### src/rtl/key4_onehot_capture.sv
// Synchronises and debounces four push-buttons into a registered one-hot code with a valid strobe.
// Latency: DEB_CYCLES+3 edges from the first sampled stable press. No backpressure; pulses are one cycle wide.
module key4_onehot_capture #(
   parameter int unsigned DEB_CYCLES = 16,
   parameter int unsigned CNT_W      = 5
) (
   input  logic       clk,
   input  logic       rst,
   input  logic [3:0] key_in,
   output logic [3:0] onehot,
   output logic       key_valid,
   output logic       multi_err,
   output logic       busy
);

   typedef enum logic [1:0] {
      IDLE     = 2'd0,
      DEBOUNCE = 2'd1,
      HOLD     = 2'd2,
      RELEASE  = 2'd3
   } state_t;

   localparam logic [CNT_W-1:0] CNT_LAST = CNT_W'(DEB_CYCLES - 1);

   state_t           state;
   logic [3:0]       key_m;
   logic [3:0]       key_s;
   logic [3:0]       snap;
   logic [CNT_W-1:0] cnt;
   logic             snap_single;

   always_ff @(posedge clk or posedge rst) begin
      if (rst) begin
         key_m <= 4'd0;
         key_s <= 4'd0;
      end else begin
         key_m <= key_in;
         key_s <= key_m;
      end
   end

   // Exactly one bit set: nonzero and clearing the lowest set bit leaves nothing.
   assign snap_single = (snap != 4'd0) && ((snap & (snap - 4'd1)) == 4'd0);

   always_ff @(posedge clk or posedge rst) begin
      if (rst) begin
         state     <= IDLE;
         snap      <= 4'd0;
         cnt       <= '0;
         onehot    <= 4'd0;
         key_valid <= 1'b0;
         multi_err <= 1'b0;
      end else begin
         key_valid <= 1'b0;
         multi_err <= 1'b0;
         case (state)
            IDLE: begin
               if (key_s != 4'd0) begin
                  state <= DEBOUNCE;
                  snap  <= key_s;
                  cnt   <= '0;
               end
            end
            DEBOUNCE: begin
               if (key_s == 4'd0) begin
                  state <= IDLE;
               end else if (key_s != snap) begin
                  snap <= key_s;
                  cnt  <= '0;
               end else if (cnt != CNT_LAST) begin
                  cnt <= cnt + 1'b1;
               end else begin
                  state <= HOLD;
                  if (snap_single) begin
                     onehot    <= snap;
                     key_valid <= 1'b1;
                  end else begin
                     multi_err <= 1'b1;
                  end
               end
            end
            HOLD: begin
               // Any change while keys stay down is ignored until a full release.
               if (key_s == 4'd0) begin
                  state <= RELEASE;
                  cnt   <= '0;
               end
            end
            RELEASE: begin
               if (key_s != 4'd0) begin
                  state <= HOLD;
               end else if (cnt == CNT_LAST) begin
                  state <= IDLE;
               end else begin
                  cnt <= cnt + 1'b1;
               end
            end
            default: state <= IDLE;
         endcase
      end
   end

   assign busy = (state != IDLE);

endmodule

### config.mk
export PLATFORM = sky130hd
export DESIGN_NAME = key4_onehot_capture
export DESIGN_NICKNAME = d
export VERILOG_FILES = /design/src/rtl/key4_onehot_capture.sv
export SDC_FILE = /design/constraint.sdc
export NUM_CORES = 1
export LEC_CHECK = 0
export BUFFER_PORTS_ARGS = -buffer_cell sky130_fd_sc_hd__buf_4
export CORE_MARGIN = 2
export CORE_UTILIZATION = 53
export CTS_BUF_LIST = sky130_fd_sc_hd__clkbuf_4
export CTS_CLUSTER_DIAMETER = 80
export DETAILED_ROUTE_END_ITERATION = 8
export PLACE_DENSITY_LB_ADDON = 0.1
export SETUP_SLACK_MARGIN = 0.2
export SLEW_MARGIN = 25
export SYNTH_ARGS = -nofsm -noshare
export SYNTH_HDL_FRONTEND = slang
export SYNTH_SLANG_ARGS = --single-unit
### constraint.sdc
create_clock -name clk -period 2.09 [get_ports clk]
set_input_delay 0 -clock clk [delete_from_list [all_inputs] [get_ports clk]]
set_output_delay 0 -clock clk [all_outputs]
set_load 0.1 [all_outputs]
# ---- Word-level counts from Yosys, hierarchy flattened
# Index checks and enable logic that the tools add are counted.
dict set report totals {
  register_bits 25
  input_bits 6
  out_inout_bits 7
}
dict set report op_classes {
  n_reduce_logical 12
  bitwise_logic 4
  n_eq_ne 16
  mux 30
  addsub 2
}
# op count
set ops {}
lappend ops {{$mux 5} 7}
lappend ops {{$pmux 5 s4} 1}
lappend ops {{$mux 2} 7}
lappend ops {{$mux 4} 3}
lappend ops {{$ne 2x2->1 const B} 6}
lappend ops {{$ne 3x3->1 const B} 4}
lappend ops {{$mux 1} 10}
lappend ops {{$reduce_and 5->1} 2}
lappend ops {{$logic_not 4->1} 2}
lappend ops {{$pmux 2 s4} 1}
lappend ops {{$pmux 4 s2} 1}
lappend ops {{$reduce_bool 4->1} 2}
lappend ops {{$reduce_and 6->1} 1}
lappend ops {{$add 5x1->5 const B} 1}
lappend ops {{$eq 5x4->1 const B} 1}
lappend ops {{$ne 5x4->1 const B} 1}
lappend ops {{$and 4x4->4} 1}
lappend ops {{$eq 2x2->1 const B} 2}
lappend ops {{$ne 4x4->1} 1}
lappend ops {{$reduce_and 4->1} 1}
lappend ops {{$reduce_bool 2->1} 2}
lappend ops {{$sub 4x1->4 const B} 1}
lappend ops {{$not 1->1} 3}
lappend ops {{$eq 2x1->1 const B} 1}
lappend ops {{other kinds (2)} 2}

# ---- Logic depth before layout (Yosys ltp)
dict set report logic_depth {
  ltp_word 9
  ltp_mapped 7
  mapped_depth_nobuf 7
}

# ---- Worst setup path before layout
# Ideal clock, no wire load.
dict set report synth_timing {
  path_kind {register to register}
  startpoint {register cnt[0]}
  endpoint {register cnt[0]}
  path_slack_ns 0.098
  setup_time_ns 0.142
  arrival_time_ns 1.850
  path_stages_with_launch 8
  path_cell_list {dfrtp_1 > ha_1 > and3_1 > ha_1 > nand2_1 > or3b_2 > o211ai_1 > o22ai_1}
}
dict set report synth_via {
  elab_chain_cells 5
  word_cells_on_any_way 12
  cone_classes {add/sub: 1; eq/ne: 4; mux: 6; reduce/logical: 1}
}
# item line_no
set synth_lines {}
lappend synth_lines {{from (decl)} 29} ;# logic [CNT_W-1:0] cnt;
lappend synth_lines {{from (signal assigned)} 71} ;# cnt <= cnt + 1'b1;
lappend synth_lines {{from (signal assigned)} 95} ;# cnt <= cnt + 1'b1;
lappend synth_lines {{$add 5x1->5} {71, 95}}
lappend synth_lines {{$mux 5} 70} ;# end else if (cnt != CNT_LAST) begin
lappend synth_lines {{$mux 5} 67} ;# end else if (key_s != snap) begin
lappend synth_lines {{$mux 5} 65} ;# if (key_s == 4'd0) begin
lappend synth_lines {{$pmux 5 s4} 56} ;# case (state)
# Several ways; a longest one is shown, not always the timed one. The select of a mux whose other input is x is not followed.
# A chain may end at the register's enable or synchronous reset.

# ---- Worst setup path after layout
dict set report layout_timing {
  startpoint {register snap[2]}
  endpoint {register onehot[2]}
}
dict set report layout_via {
  elab_chain_cells 5
  word_cells_on_any_way 8
  cone_classes {add/sub: 1; eq/ne: 1; bitwise: 2; reduce/logical: 4}
}
# item line_no
set layout_lines {}
lappend layout_lines {{from (decl)} 28} ;# logic [3:0] snap;
lappend layout_lines {{from (signal assigned)} 60} ;# snap <= key_s;
lappend layout_lines {{from (signal assigned)} 68} ;# snap <= key_s;
lappend layout_lines {{$sub 4x1->4} 43} ;# assign snap_single = (snap != 4'd0) && ((snap & (snap - 4'd1)) == 4'd0);
lappend layout_lines {{$and 4x4->4} 43}
lappend layout_lines {{$logic_not 4->1} 43}
lappend layout_lines {{$logic_and 1x1->1} 43}
lappend layout_lines {{$reduce_and 5->1 (no source line)} -}
lappend layout_lines {{to (signal assigned)} 75} ;# onehot <= snap;
lappend layout_lines {{to (decl)} 10} ;# output logic [3:0] onehot,
# Several ways; a longest one is shown, not always the timed one.

==> metrics.csv <==
metric;value;unit
Clock Sinks;25;
Critical Setup Path Class;flop to flop;
die outline area;2460;um2
clock tree root buffer cell;clkbuf_4;
Rows;16;
total power density per cell area;595;nW/um2
f_max;492;MHz
Synthesized Nets;97;
worst-case headroom to the max-slew limit;42.1;%
sequential element share of the synthesized area;56.7;%
number of pins exceeding their max-slew limit in the final report;0;
final hold violations;0;
summed negative setup slack over all endpoints;0;ps
floorplan core area;1960;um2
worst path required time;2320;ps
post-synthesis sequential element count;25;
setup-violating endpoint count in the final report;0;
nets;136;
peak supply drop;0.550;mV
vias post-DR;882;
Hold/Removal Path Class;primary input to asynchronous set/reset pin;
TritonCTS clock tree;yes;
antenna diode count;0;
number of cells traversed by the worst register-to-register path;6;
Synth Area per Inst;12.4;um2
initial core utilization;56.2;%
nature of the critical path startpoint;flop;
Die Span X;49.6;um
global route overflow;0;
Reg2Reg Setup Slack;60;ps
arrival time at the worst endpoint;2260;ps
warnings from Yosys;0;
register clock-pin slew on the reported worst setup and hold paths;140;ps
global-route wire length before repair;3980;um
Avg WL per Cell;16.6;um
final worst-path cycle share;97.3;%
Die Ht;49.6;um
detailed-routing iteration count for the pre-antenna-repair pass;4;
highest net fanout along the worst path;4;
maximum clock insertion buffer count;2;
clock latency on the worst-skew pair;320;ps
final RePlAce weighted congestion;0.824;
H-tree levels;1;
endpoint of the lowest-slack register-to-register path;onehot[2];
initial antenna violation count;0;
Cell Area, Synth;1100;um2
WL final;2550;um
last element of the critical path;onehot[2];
DPL Wire Length;1420;um
top-level I/O count;13;
First DRT Iteration DRCs;30;
slew of the pin with the lowest slew margin;863;ps
pin count of the biggest net entering global routing;26;
synthesis-to-layout area growth;36.1;%
share of flip-flops with an asynchronous set or reset after synthesis;100;%
proportion of layout cells with a drive suffix above 1;44.9;%
run status;finished clean;
EDFF count, synth;0;
Netlist cell types;32;
unrepaired setup endpoints after global routing;true;
leakage component of the power;0.000675;uW
max-capacitance violation count;0;
final-layout worst hold slack;279;ps
most common flop cell mapped by yosys;dfrtp_1;
type of element capturing the critical path;flop;
CP Launch Point;snap[2];
count of nets left with antenna violations after detail routing;0;
average via count per standard cell;5.73;
worst flop-to-flop path startpoint;snap[2];
all-layer global routing usage;21.6;%
time the final worst path needs with I/O delays and setup;2030;ps
worst clock skew on the final layout;6.19;ps
number of port buffers;12;
number of global-route vias before repair;861;
remaining routing DRC violations;0;
Syn Inst Count;89;
total clock buffers created by CTS;3;
==> routing by layer <==
| metal | global-route usage (%) | vias up | wire length (um) |
|---|---|---|---|
| li1 | - | 403 | - |
| met1 | 26.5 | 426 | 1020 |
| met2 | 38.9 | 39 | 1340 |
| met3 | 3.64 | 14 | 114 |
| met4 | 6.02 | 0 | 82 |
| met5 | 0 | - | 0 |
==> registers in the layout (all words and copies together) (netlist names), named ones only <==
register   flops
snap           4
multi_err      1
onehot         4
key_s          4
key_m          4
state          1
key_valid      1
cnt            5
==> kinds of logic (layout without fill, tap and decap cells) <==
group	after synthesis	after routing	share of synthesized area (%)
flip-flops	25	25	56.7
AND/OR/NAND/NOR	22	22	13.9
AO/OA/AOI/OAI	20	20	12.5
buffers and inverters	10	48	4.42
XOR/XNOR	6	6	4.76
multiplexers	4	4	5.44
adder cells (fa/ha/maj)	2	2	2.27
==> worst min-delay path by stage <==
stage          cells past startpoint                    endpoint  slack [ps]
4_1_cts                            2                    key_m[2]         310
2_1_floorplan                      1  asynchronous set/reset pin          30
3_3_place_gp                       1                    key_m[2]         110
6_report                           3                    key_m[3]         280
3_5_place_dp                       1                    key_m[2]         110
5_1_grt                            2                    key_m[1]         310
==> stage by stage <==
step / std cells / setup WS, ps / total power [uW] / util (%) / cell area, um2
floorplan: 89 / 192 / 593 / - / 1110
global placement: 129 / 76.4 / 613 / 63.5 / 1240
detailed placement: 129 / 29.8 / 617 / 63.5 / 1240
CTS: 150 / 143 / 877 / 73.8 / 1450
global route: 154 / 7.93 / 935 / 76.5 / 1500
finish: 154 / 57.4 / 894 / 76.5 / 1500
==> area by class of cell <==
type,instances,area [um2]
sequential,25,631
multi-input combinational,54,490
fill,135,460
timing repair buffer,37,290
tap,27,33.8
inverter,7,26.3
clock buffer,3,22.5
clock inverter,1,7.51
==> cells in the final DEF (no fill, tap or decap), drive strengths merged, types with 2 or more instances in the layout <==
cell / synthesis / routed
buf: 2 / 32
dfrtp: 25 / 25
inv: 7 / 6
xnor2: 5 / 5
nand3: 5 / 5
dlygate4sd3: 0 / 5
mux2: 4 / 4
o22ai: 4 / 4
a22o: 4 / 4
a21oi: 3 / 3
clkbuf: 1 / 3
o21ai: 3 / 3
or2: 2 / 2
or4b: 2 / 2
nor2: 2 / 2
a31oi: 2 / 2
nor4: 2 / 2
and3: 2 / 2
ha: 2 / 2
==> power breakdown <==
| part | switching (uW) | internal [uW] |
|---|---|---|
| Clock | 151 | 73.2 |
| Combinational | 62.7 | 79.0 |
| Sequential | 22.8 | 505 |
==> synth_stat cells (2+ instances only) <==
master / number / area share [%]
nor2_1: 2 / 0.68
mux2_4: 4 / 5.4
a31oi_1: 2 / 1.1
or2_2: 2 / 1.1
dfrtp_1: 25 / 57
ha_1: 2 / 2.3
inv_1: 7 / 2.4
o21ai_0: 3 / 1.4
a22o_1: 3 / 2.4
nor4_1: 2 / 1.1
o22ai_1: 4 / 2.3
a21oi_1: 3 / 1.4
or4b_1: 2 / 1.8
nand3_1: 5 / 2.3
xnor2_1: 5 / 4.0
and3_1: 2 / 1.1
==> worst max-delay path, stage by stage (launching register included) <==
cell and delay, ps:
dfrtp_2 460, buf_4 150, xnor2_1 230, nand4_1 250
nor4b_4 340, buf_4 200, mux2_4 300
==> timing repair <==
item | 4_1_cts | 5_1_grt
setup endpoints to repair | 8 | 10
pin swaps | 7 | 5
hold endpoints to repair | 29 | 0
hold buffers | 5 | 0
setup buffers | 12 | 4
gates resized for setup | 8 | 6
Power figures use the tool's default switching activity.
